--- src/rtl/router_fifo.sv ---
// Per-destination output buffer of the 1x3 router: header-tagged byte FIFO with read-side packet length tracking.
// Optional sticky overflow/underflow flags are enabled by defining ROUTER_FIFO_ERR_EN.
module router_fifo #(
  parameter int DEPTH = 16,
  parameter int AW    = 4,
  parameter int DW    = 8
) (
  input  logic          clk,
  input  logic          rst,
  input  logic          soft_rst,
  input  logic          we,
  input  logic          re,
  input  logic          lfd_state,
  input  logic [DW-1:0] din,
  output logic [DW-1:0] dout,
  output logic          full,
  output logic          empty,
  output logic          pkt_busy
`ifdef ROUTER_FIFO_ERR_EN
  ,
  output logic          ovf_err,
  output logic          udf_err
`endif
);

  localparam logic [AW:0] PTR_ONE = (AW+1)'(1);

  logic [DW:0] mem [DEPTH];
  logic [AW:0] wr_ptr;
  logic [AW:0] rd_ptr;
  logic [6:0]  pkt_cnt;
  logic        clr_pend;
  logic        wr_ok;
  logic        rd_ok;
  logic        flush;
  logic [DW:0] rd_word;

  assign empty    = (wr_ptr == rd_ptr);
  assign full     = (wr_ptr[AW] != rd_ptr[AW]) && (wr_ptr[AW-1:0] == rd_ptr[AW-1:0]);
  assign wr_ok    = we && !full;
  assign rd_ok    = re && !empty;
  assign flush    = rst || soft_rst;
  assign rd_word  = mem[rd_ptr[AW-1:0]];
  assign pkt_busy = (pkt_cnt != '0);

  always_ff @(posedge clk) begin
    if (!flush && wr_ok)
      mem[wr_ptr[AW-1:0]] <= {lfd_state, din};
  end

  // clr_pend remembers that the parity byte just left, so dout returns to zero
  // one cycle later unless a new read overwrites it first.
  always_ff @(posedge clk) begin
    if (flush) begin
      wr_ptr   <= '0;
      rd_ptr   <= '0;
      pkt_cnt  <= '0;
      dout     <= '0;
      clr_pend <= 1'b0;
    end else begin
      if (wr_ok)
        wr_ptr <= wr_ptr + PTR_ONE;
      if (rd_ok) begin
        rd_ptr <= rd_ptr + PTR_ONE;
        dout   <= rd_word[DW-1:0];
        if (rd_word[DW]) begin
          pkt_cnt  <= 7'(rd_word[DW-1:2]) + 7'd1;
          clr_pend <= 1'b0;
        end else if (pkt_cnt != '0) begin
          pkt_cnt  <= pkt_cnt - 7'd1;
          clr_pend <= (pkt_cnt == 7'd1);
        end else begin
          clr_pend <= 1'b0;
        end
      end else if (clr_pend) begin
        dout     <= '0;
        clr_pend <= 1'b0;
      end
    end
  end

`ifdef ROUTER_FIFO_ERR_EN
  always_ff @(posedge clk) begin
    if (flush) begin
      ovf_err <= 1'b0;
      udf_err <= 1'b0;
    end else begin
      if (we && full)
        ovf_err <= 1'b1;
      if (re && empty)
        udf_err <= 1'b1;
    end
  end
`endif

endmodule

--- config.mk ---
export PLATFORM = sky130hd
export DESIGN_NAME = router_fifo
export DESIGN_NICKNAME = d
export VERILOG_FILES = /design/src/rtl/router_fifo.sv
export SDC_FILE = /design/constraint.sdc
export NUM_CORES = 1
export LEC_CHECK = 0
export ABC_AREA = 1
export ABC_CLOCK_PERIOD_IN_PS = 2200
export BUFFER_PORTS_ARGS = -buffer_cell sky130_fd_sc_hd__buf_2
export CAP_MARGIN = 10
export CORE_MARGIN = 1
export CORE_UTILIZATION = 40
export DETAILED_ROUTE_END_ITERATION = 10
export MAX_ROUTING_LAYER = met4
export PLACE_DENSITY_LB_ADDON = 0.15
export SETUP_SLACK_MARGIN = 0.1
export SLEW_MARGIN = 20
export SYNTH_ARGS = -nofsm -noshare
export SYNTH_HDL_FRONTEND = slang
export SYNTH_SLANG_ARGS = --single-unit
--- constraint.sdc ---
create_clock -name clk -period 2.2 [get_ports clk]
set_input_delay 0.22 -clock clk [delete_from_list [all_inputs] [get_ports clk]]
set_output_delay 0.22 -clock clk [all_outputs]
set_load 0.05 [all_outputs]
### Word-level counts from Yosys, hierarchy flattened

Memories as Yosys holds them, arrays and structs flattened. A register that Yosys moved wholly into a read port is not among the register bits.
Index checks and enable logic that the tools add are counted.

| storage, ports and cells | value |
|---|---|
| output and inout bits | 11 |
| flip-flop bits (word level) | 26 |
| input port bits | 14 |
| memories | 1 |
| bits in writable memories | 144 |

Memories:

| name | words | bits a word | rd ports | clocked after memory_dff | wr ports | RTL line | text |
|---|---|---|---|---|---|---|---|
| mem | 16 | 9 | 1 | 1 | 1 | 28 | `logic [DW:0] mem [DEPTH];` |

| cells by class | value |
|---|---|
| equal/unequal tests | 4 |
| bitwise operators | 2 |
| reduce and logical (&&, ||, !) cells | 13 |
| mux-type cells | 8 |
| $add $sub $neg | 4 |

Operator list:

| operator | count |
|---|---|
| 8-bit two-way mux | 2 |
| 7-bit two-way mux | 2 |
| 5-bit by 1-bit adder with 5-bit output, second input constant | 2 |
| 4-bit two-way mux | 2 |
| 6-bit by 1-bit adder with 7-bit output, second input constant | 1 |
| 7-bit by 1-bit equality test with 1-bit output, second input constant | 1 |
| 7-bit nonzero test | 1 |
| 7-bit by 1-bit subtractor with 7-bit output, second input constant | 1 |
| 5-bit equality test | 1 |
| 4-bit equality test | 1 |
| 1-bit logical AND | 4 |
| 2-bit nonzero test | 2 |
| 4-bit OR reduction | 1 |
| 1-bit zero test | 3 |
| 1-bit two-way mux | 2 |
| 1-bit inverter | 2 |
| 2-bit AND reduction | 1 |
| 1-bit logical OR | 1 |
| 1-bit != test | 1 |

### Logic depth before layout (Yosys ltp)

Gate-level depths: netlist (run 1).

| logic depth | value |
|---|---|
| depth after elaboration | 7 |
| mapped depth | 16 |

### Worst setup path before layout (run 1)

OpenSTA, ideal clock, no wires.

| timing | value |
|---|---|
| kind | register to register |
| start | register pkt_cnt[2] |
| end | register pkt_cnt[0] |
| clock period less this slack | 2.009 ns |
| path buffers | 0 |
| slack | 0.191 ns |
| required time | 2.081 ns |
| arrival time | 1.890 ns |
| stages on the path, launching flop included | 8 |
| setup time | 0.119 ns |
| path through | dfxtp_1 nor2_1 nand4_1 nand3b_1 nand2_1 inv_1 o21ai_0 nor2_1 |

| between the ends | value |
|---|---|
| longest elaborated chain between the ends | 3 |

RTL lines:

| element | RTL line | text |
|---|---|---|
| start, declared | 31 | `logic [6:0] pkt_cnt;` |
| start signal, assigned | 67 | `pkt_cnt <= 7'(rd_word[DW-1:2]) + 7'd1;` |
| start signal, assigned | 70 | `pkt_cnt <= pkt_cnt - 7'd1;` |
| 7-bit nonzero test | - |  |
| named net pkt_busy | 18 | `output logic pkt_busy` |
| 2-bit nonzero test (no source line) | - |  |
| 2-bit AND reduction (no source line) | - |  |

The timed path passes the listed nets, and every way through them passes these cells.
A chain may end at the register's enable or synchronous reset.

### Worst setup path in the final report (run 1)

| timing | value |
|---|---|
| start | register rd_ptr[0] |
| end | memory mem[11][8] (netlist name), enable pin |

| between the ends | value |
|---|---|
| longest elaborated chain between the ends | 7 |

RTL lines:

| element | RTL line | text |
|---|---|---|
| start, declared | 30 | `logic [AW:0] rd_ptr;` |
| start signal, assigned | 64 | `rd_ptr <= rd_ptr + PTR_ONE;` |
| 4-bit equality test | 39 | `assign full = (wr_ptr[AW] != rd_ptr[AW]) && (wr_ptr[AW-1:0] == rd_ptr[AW-1:0]);` |
| 1-bit logical AND | 39 |  |
| 1-bit zero test | 40 | `assign wr_ok = we && !full;` |
| 1-bit logical AND | 40 |  |
| 1-bit logical AND | 47 | `if (!flush && wr_ok)` |
| 1-bit two-way mux | 47 |  |
| 1-bit two-way mux (implied by the code) | 48 | `mem[wr_ptr[AW-1:0]] <= {lfd_state, din};` |
| end, declared | 28 |  |

Every way passes these cells.

==> results of run 1 <==
-- flip-flops by register name, summed over array words and instances, names as in the netlist, named ones only --
| signal | count |
|---|---|
| mem | 144 |
| dout | 8 |
| pkt_cnt | 7 |
| rd_ptr | 5 |
| wr_ptr | 5 |
| clr_pend | 1 |
-- cell families after synthesis --
group           after synthesis  share of synthesized area
xor+xnor                     11                     0.0128
flops                       174                      0.656
compound gates               74                     0.0554
fa+ha+maj                     9                     0.0150
buf+inv                      99                     0.0600
simple gates                363                      0.200
-- cell type report --
cell class | count | area, um^2
fill | 1662 | 9330
inverter | 69 | 274
multi-input combinational | 457 | 2180
clock inverter | 7 | 113
timing repair buffer | 71 | 557
tap | 229 | 287
clock buffer | 25 | 475
sequential | 174 | 4930
-- what timing repair did --
item                                    4_1_cts  5_1_grt
resized for setup                             7       19
endpoints found under the setup margin       63       96
pin swaps                                     0        1
hold buffers                                  0        0
buffers inserted                              0        4
gates cloned                                  0        1
-- power by group --
| group | total [mW] | switching (mW) | internal [mW] |
|---|---|---|---|
| Sequential | 3.59 | 0.0121 | 3.58 |
| Combinational | 0.466 | 0.321 | 0.145 |
| Clock | 3.03 | 1.18 | 1.84 |
| Total | 7.08 | 1.52 | 5.57 |
-- worst register-to-register path, cell delays in order, from the launching register on --
cell and delay [ns]:
dfxtp_1 0.35, xor2_1 0.16, nor2_1 0.08, nand2_1 0.06, or2_2 0.13, nand3_1 0.10
inv_1 0.08, nand2_1 0.22, nor2_2 0.46
-- cells in the final DEF (no fill, tap or decap), types with 2 or more instances in the layout --
| cell | count |
|---|---|
| clkbuf_1 | 6 |
| o21ai_0 | 23 |
| nor2_1 | 47 |
| edfxtp_1 | 144 |
| inv_2 | 3 |
| nand4_1 | 2 |
| nand2_2 | 7 |
| buf_2 | 24 |
| a22oi_1 | 2 |
| o211ai_1 | 8 |
| ha_1 | 8 |
| nor2_4 | 4 |
| bufinv_16 | 3 |
| buf_12 | 5 |
| nor2_2 | 7 |
| buf_4 | 40 |
| o21ai_1 | 3 |
| clkbuf_16 | 18 |
| nand2_1 | 209 |
| nand3_2 | 2 |
| o311ai_0 | 2 |
| xnor2_1 | 6 |
| dfxtp_1 | 29 |
| a21oi_1 | 33 |
| clkinvlp_4 | 3 |
| nor3_1 | 4 |
| clkbuf_8 | 2 |
| nand3_1 | 78 |
| a32o_1 | 2 |
| inv_1 | 61 |
| clkinv_2 | 3 |
| clkinv_1 | 2 |
| xor2_1 | 5 |
-- worst paths after layout --
check	depth (start not counted)	start	to	slack, ns
setup reg to reg	8	rd_ptr[0]$_SDFFE_PP0P_	mem[11][8]$_DFFE_PP_	0.20
setup / recovery	8	rd_ptr[0]$_SDFFE_PP0P_	mem[11][8]$_DFFE_PP_	0.20
hold reg to reg	2	dout[2]$_SDFFE_PP0P_	dout[2]$_SDFFE_PP0P_	0.46
hold / removal	3	re	clr_pend$_SDFF_PP0_	0.16
-- through the flow --
| step | setup TNS (ns) | hold slack, ns | power [mW] | cell area (um^2) |
|---|---|---|---|---|
| after floorplan | 0 | 0.319 | 3.92 | 7500 |
| after global placement | 0 | 0.455 | 4.11 | 8100 |
| after detailed placement | -0.139 | 0.456 | 4.11 | 8100 |
| after CTS | 0 | 0.157 | 7.11 | 8700 |
| after global routing | 0 | 0.178 | 7.31 | 8820 |
| final | 0 | 0.159 | 7.08 | 8820 |
-- routing by layer --
metal | track usage | vias up | wire, um | share of wire
li1 | - | 2569 | - | -
met1 | 0.267 | 2571 | 8190 | 0.44
met2 | 0.326 | 138 | 9010 | 0.49
met3 | 0.0387 | 35 | 858 | 0.046
met4 | 0.0977 | 0 | 495 | 0.027
met5 | - | - | 0 | 0
==> results.sh, run 1 <==
export IMPL_num_io_pins=25
export IMPL_peakVddDrop_mv=0.818
export IMPL_end_kind="register"
export IMPL_core_um2=18100
export IMPL_cp_slowest_stage_delay_ns=0.46
export IMPL_clock_path_buffers=2
export IMPL_grt_pass1_wl_um=29100
export IMPL_worst_slew_pin_slew_ns=0.496
export IMPL_required_ns=2.27
export IMPL_die_area_um2=19300
export IMPL_crit_buf_inv=1
export IMPL_gr_total_overflow=0
export IMPL_clk_pin_slew_ns=0.07
export IMPL_cts_sinks=174
export IMPL_io_buffer_count=24
export IMPL_fmax_mhz=499
export IMPL_setup_ws_ns=0.197
export IMPL_yosys_warnings=0
export IMPL_p_per_area_nw_per_um2=803
export IMPL_syn_area_um2=7500
export IMPL_first_iter_violations=476
export IMPL_post_place_ws_ns=-0.0157
export IMPL_tritoncts="yes"
export IMPL_clk_latency_ns=0.43
export IMPL_final_cell_count_no_fill=1032
export IMPL_dp_cells=995
export IMPL_cap_violations=0
export IMPL_via_count=5313
export IMPL_final_util=0.486
export IMPL_start_util=0.413
export IMPL_arrival_ns=2.07
export IMPL_ant_nets=0
export IMPL_critPathKind="reg2reg"
export IMPL_crit_family="simple AND/OR/NAND/NOR gates"
export IMPL_synth_area_leaders="edfxtp_1 58%, nand2_1 11%, dfxtp_1 8.0%"
export IMPL_rsz0062_at_grt="true"
export IMPL_ys_seq_area_frac=0.656
export IMPL_diodes=0
export IMPL_syn_to_final_growth_pct=17.5
export IMPL_synth_avg_cell_area_um2=10.3
export IMPL_relSlewSlack=0.669
export IMPL_clockRootBuffer="clkbuf_16"
export IMPL_htreeDepth=4
export IMPL_period_share=0.910
export IMPL_layout_drive_gt1_share=0.157
export IMPL_grt_start_max_net_pins=44
export IMPL_die_h_um=139
export IMPL_dp_hpwl_um=12300
export IMPL_ys_types=31
export IMPL_ys_flop_type="edfxtp_1"
export IMPL_synth_top_cell_by_area="edfxtp_1"
export IMPL_cp_max_fo=9
export IMPL_synth_top_cells_by_count="211 x nand2_1, 144 x edfxtp_1, 80 x nand3_1, 62 x inv_1, 57 x nor2_1"
export IMPL_status="complete, no violations"
export IMPL_grt_usage=0.210
export IMPL_place_congestion=0.845
export IMPL_via_per_inst=5.15
export IMPL_hold_path_class="in2reg"
export IMPL_hold_viol=0
export IMPL_drc=0
export IMPL_syn_nets=753
export IMPL_fin_skew_ns=0.00803
export IMPL_grt_pass1_vias=5343
export IMPL_async_flop_share=0
export IMPL_synth_edf_count=144
export IMPL_synth_top_area_frac=0.576
export IMPL_wirelength_um=18600
export IMPL_slowest_stage="nor2_2"
export IMPL_dr_pass1_iters=7
export IMPL_power_leakage_nw=3.48
export IMPL_cp_start_kind="register"
export IMPL_netlist_instances=730
export IMPL_path_cells="xor2_1 -> nor2_1 -> nand2_1 -> or2_2 -> nand3_1 -> inv_1 -> nand2_1 -> nor2_2"
export IMPL_setup_viol_count_final=0
export IMPL_numCtsBuffers=17
export IMPL_std_cell_rows=49
export IMPL_fin_crit_ns=2.00
export IMPL_ys_ff_latch=174
export IMPL_synthMostInstantiatedCell="nand2_1"
export IMPL_timing_critical_path_mode_cell="nand2_1"
export IMPL_die_w_um=139
export IMPL_avgRoutedWirePerCell_um=18.0
export IMPL_slew_viol_final=0
export IMPL_antenna_found_initial=0
export IMPL_layout_nets=813
Power figures use the tool's default switching activity.
==> run 2, diff against run 1 <==
--- a/config.mk
+++ b/config.mk
@@ -10,7 +10,7 @@
 export BUFFER_PORTS_ARGS = -buffer_cell sky130_fd_sc_hd__buf_2
 export CAP_MARGIN = 10
 export CORE_MARGIN = 1
-export CORE_UTILIZATION = 40
+export CORE_UTILIZATION = 60
 export DETAILED_ROUTE_END_ITERATION = 10
 export MAX_ROUTING_LAYER = met4
 export PLACE_DENSITY_LB_ADDON = 0.15
==> constraint.sdc (replaced) <==
create_clock -name clk -period 2.2 [get_ports clk]
set_input_delay 0.44 -clock clk [delete_from_list [all_inputs] [get_ports clk]]
set_output_delay 0.44 -clock clk [all_outputs]
set_load 0.05 [all_outputs]
==> results.sh, run 2 (synthesized netlist as in run 1, its figures left out) <==
export IMPL_fill_cells=843
export IMPL_p_total_mw=6.99
export IMPL_postCtsHoldBufs=0
export IMPL_num_io_pins=25
export IMPL_stdcell_area_um2=8810
export IMPL_grt_pass1_vias=5362
export IMPL_fmax_mhz=470
export IMPL_cts_sinks=174
export IMPL_clk_pin_slew_ns=0.07
export IMPL_io_buffer_count=24
export IMPL_cap_violations=0
export IMPL_p_per_area_nw_per_um2=794
export IMPL_htreeDepth=4
export IMPL_gr_total_overflow=0
export IMPL_std_cell_rows=40
export IMPL_status="complete, no violations"
export IMPL_critPathKind="reg2out"
export IMPL_fin_tns_setup_ns=0
export IMPL_place_congestion=0.904
export IMPL_slew_viol_final=0
export IMPL_die_h_um=114
export IMPL_arrival_ns=1.69
export IMPL_worst_slew_pin_slew_ns=0.559
export IMPL_ant_nets=0
export IMPL_syn_to_final_growth_pct=17.4
export IMPL_clk_latency_ns=0.43
export IMPL_via_per_inst=5.63
export IMPL_period_share=0.967
export IMPL_tritoncts="yes"
export IMPL_layout_drive_gt1_share=0.170
export IMPL_start_util=0.619
export IMPL_setup_viol_count_final=0
export IMPL_final_cell_mix="208 x nand2_1, 144 x edfxtp_1, 79 x nand3_1"
export IMPL_required_ns=1.76
export IMPL_fin_crit_ns=2.13
export IMPL_avgRoutedWirePerCell_um=19.0
export IMPL_final_cell_count_no_fill=979
export IMPL_peakVddDrop_mv=1.01
export IMPL_dp_cells=942
export IMPL_grt_start_max_net_pins=37
export IMPL_layout_nets=821
export IMPL_hold_viol=0
export IMPL_final_common_cell="nand2_1"
export IMPL_grt_pass1_wl_um=28700
export IMPL_cp_max_fo=2
export IMPL_first_iter_violations=654
export IMPL_die_w_um=114
export IMPL_power_leakage_nw=3.55
export IMPL_rsz0062_at_grt="true"
export IMPL_numCtsBuffers=17
export IMPL_clockRootBuffer="clkbuf_16"
export IMPL_antenna_found_initial=0
export IMPL_end_kind="primary output"
export IMPL_core_um2=12100
export IMPL_relSlewSlack=0.627
export IMPL_largest_register_ff_count=144
export IMPL_seqCellArea_um2=4930
export IMPL_dr_pass1_iters=5
export IMPL_clock_path_buffers=2
export IMPL_setup_ws_ns=0.0734
export IMPL_multi_input_area_um2=2170
export IMPL_die_area_um2=13000
export IMPL_hold_path_class="in2reg"
export IMPL_grt_usage=0.315
export IMPL_via_count=5510
export IMPL_diodes=0
export IMPL_cp_start_kind="register"
export IMPL_post_place_ws_ns=0.0148
export IMPL_dp_hpwl_um=11800
export IMPL_fin_skew_ns=0.00776
export IMPL_place_area_um2=8060
export IMPL_wirelength_um=18600
export IMPL_drc=0
run 2: final cells by class:
cell class                      count  share of cell area
Clock buffer                       18              0.0487
Clock inverter                     14              0.0162
Inverter                           69              0.0304
Multi-Input combinational cell    457               0.247
Sequential cell                   174               0.560
Tap cell                          168              0.0239
Timing Repair Buffer               79              0.0739
run 2: critical path, stage by stage (launching register included):
cell	delay (ns)
dfxtp_2	0.33
xor2_1	0.15
nor2_1	0.15
nand2_1	0.06
or2_4	0.23
buf_4	0.14
inv_2	0.06
buf_8	0.14
run 2: worst paths after layout:
| path | start | endpoint | slack (ns) | cells past startpoint |
|---|---|---|---|---|
| min reg2reg | dout[7]$_SDFFE_PP0P_ | dout[7]$_SDFFE_PP0P_ | 0.46 | 2 |
| max reg2reg | register | pkt_cnt[5]$_SDFFE_PP0P_ | 0.21 | 11 |
| min | din[5] | mem[1][5]$_DFFE_PP_ | 0.42 | 1 |
| max | wr_ptr[1]$_SDFFE_PP0P_ | full | 0.07 | 7 |
run 2: timing repair:
action                     in CTS  in global routing
pin swaps                       1                  5
buffers inserted                1                  1
setup endpoints to repair      17                133
resized for setup               8                 24
gates cloned                    1                  2
run 2: report_power, final:
group	switching (mW)	total (mW)	internal [mW]
registers	0.0127	3.59	3.58
clock network	1.25	2.92	1.67
logic	0.320	0.476	0.156
total	1.58	6.99	5.40
run 2: per-stage QoR:
stage / hold slack (ns) / util
floorplan: 0.451 / -
global placement: 0.450 / 0.665
detailed placement: 0.451 / 0.665
CTS: 0.410 / 0.717
global route: 0.415 / 0.727
finish: 0.425 / 0.727
run 2: metal layers:
metal	wire length, um	vias up	GRT usage
met5	0	-	-
li1	-	2594	-
met4	303	0	0.121
met1	7770	2601	0.433
met2	8710	284	0.455
met3	1810	31	0.0824
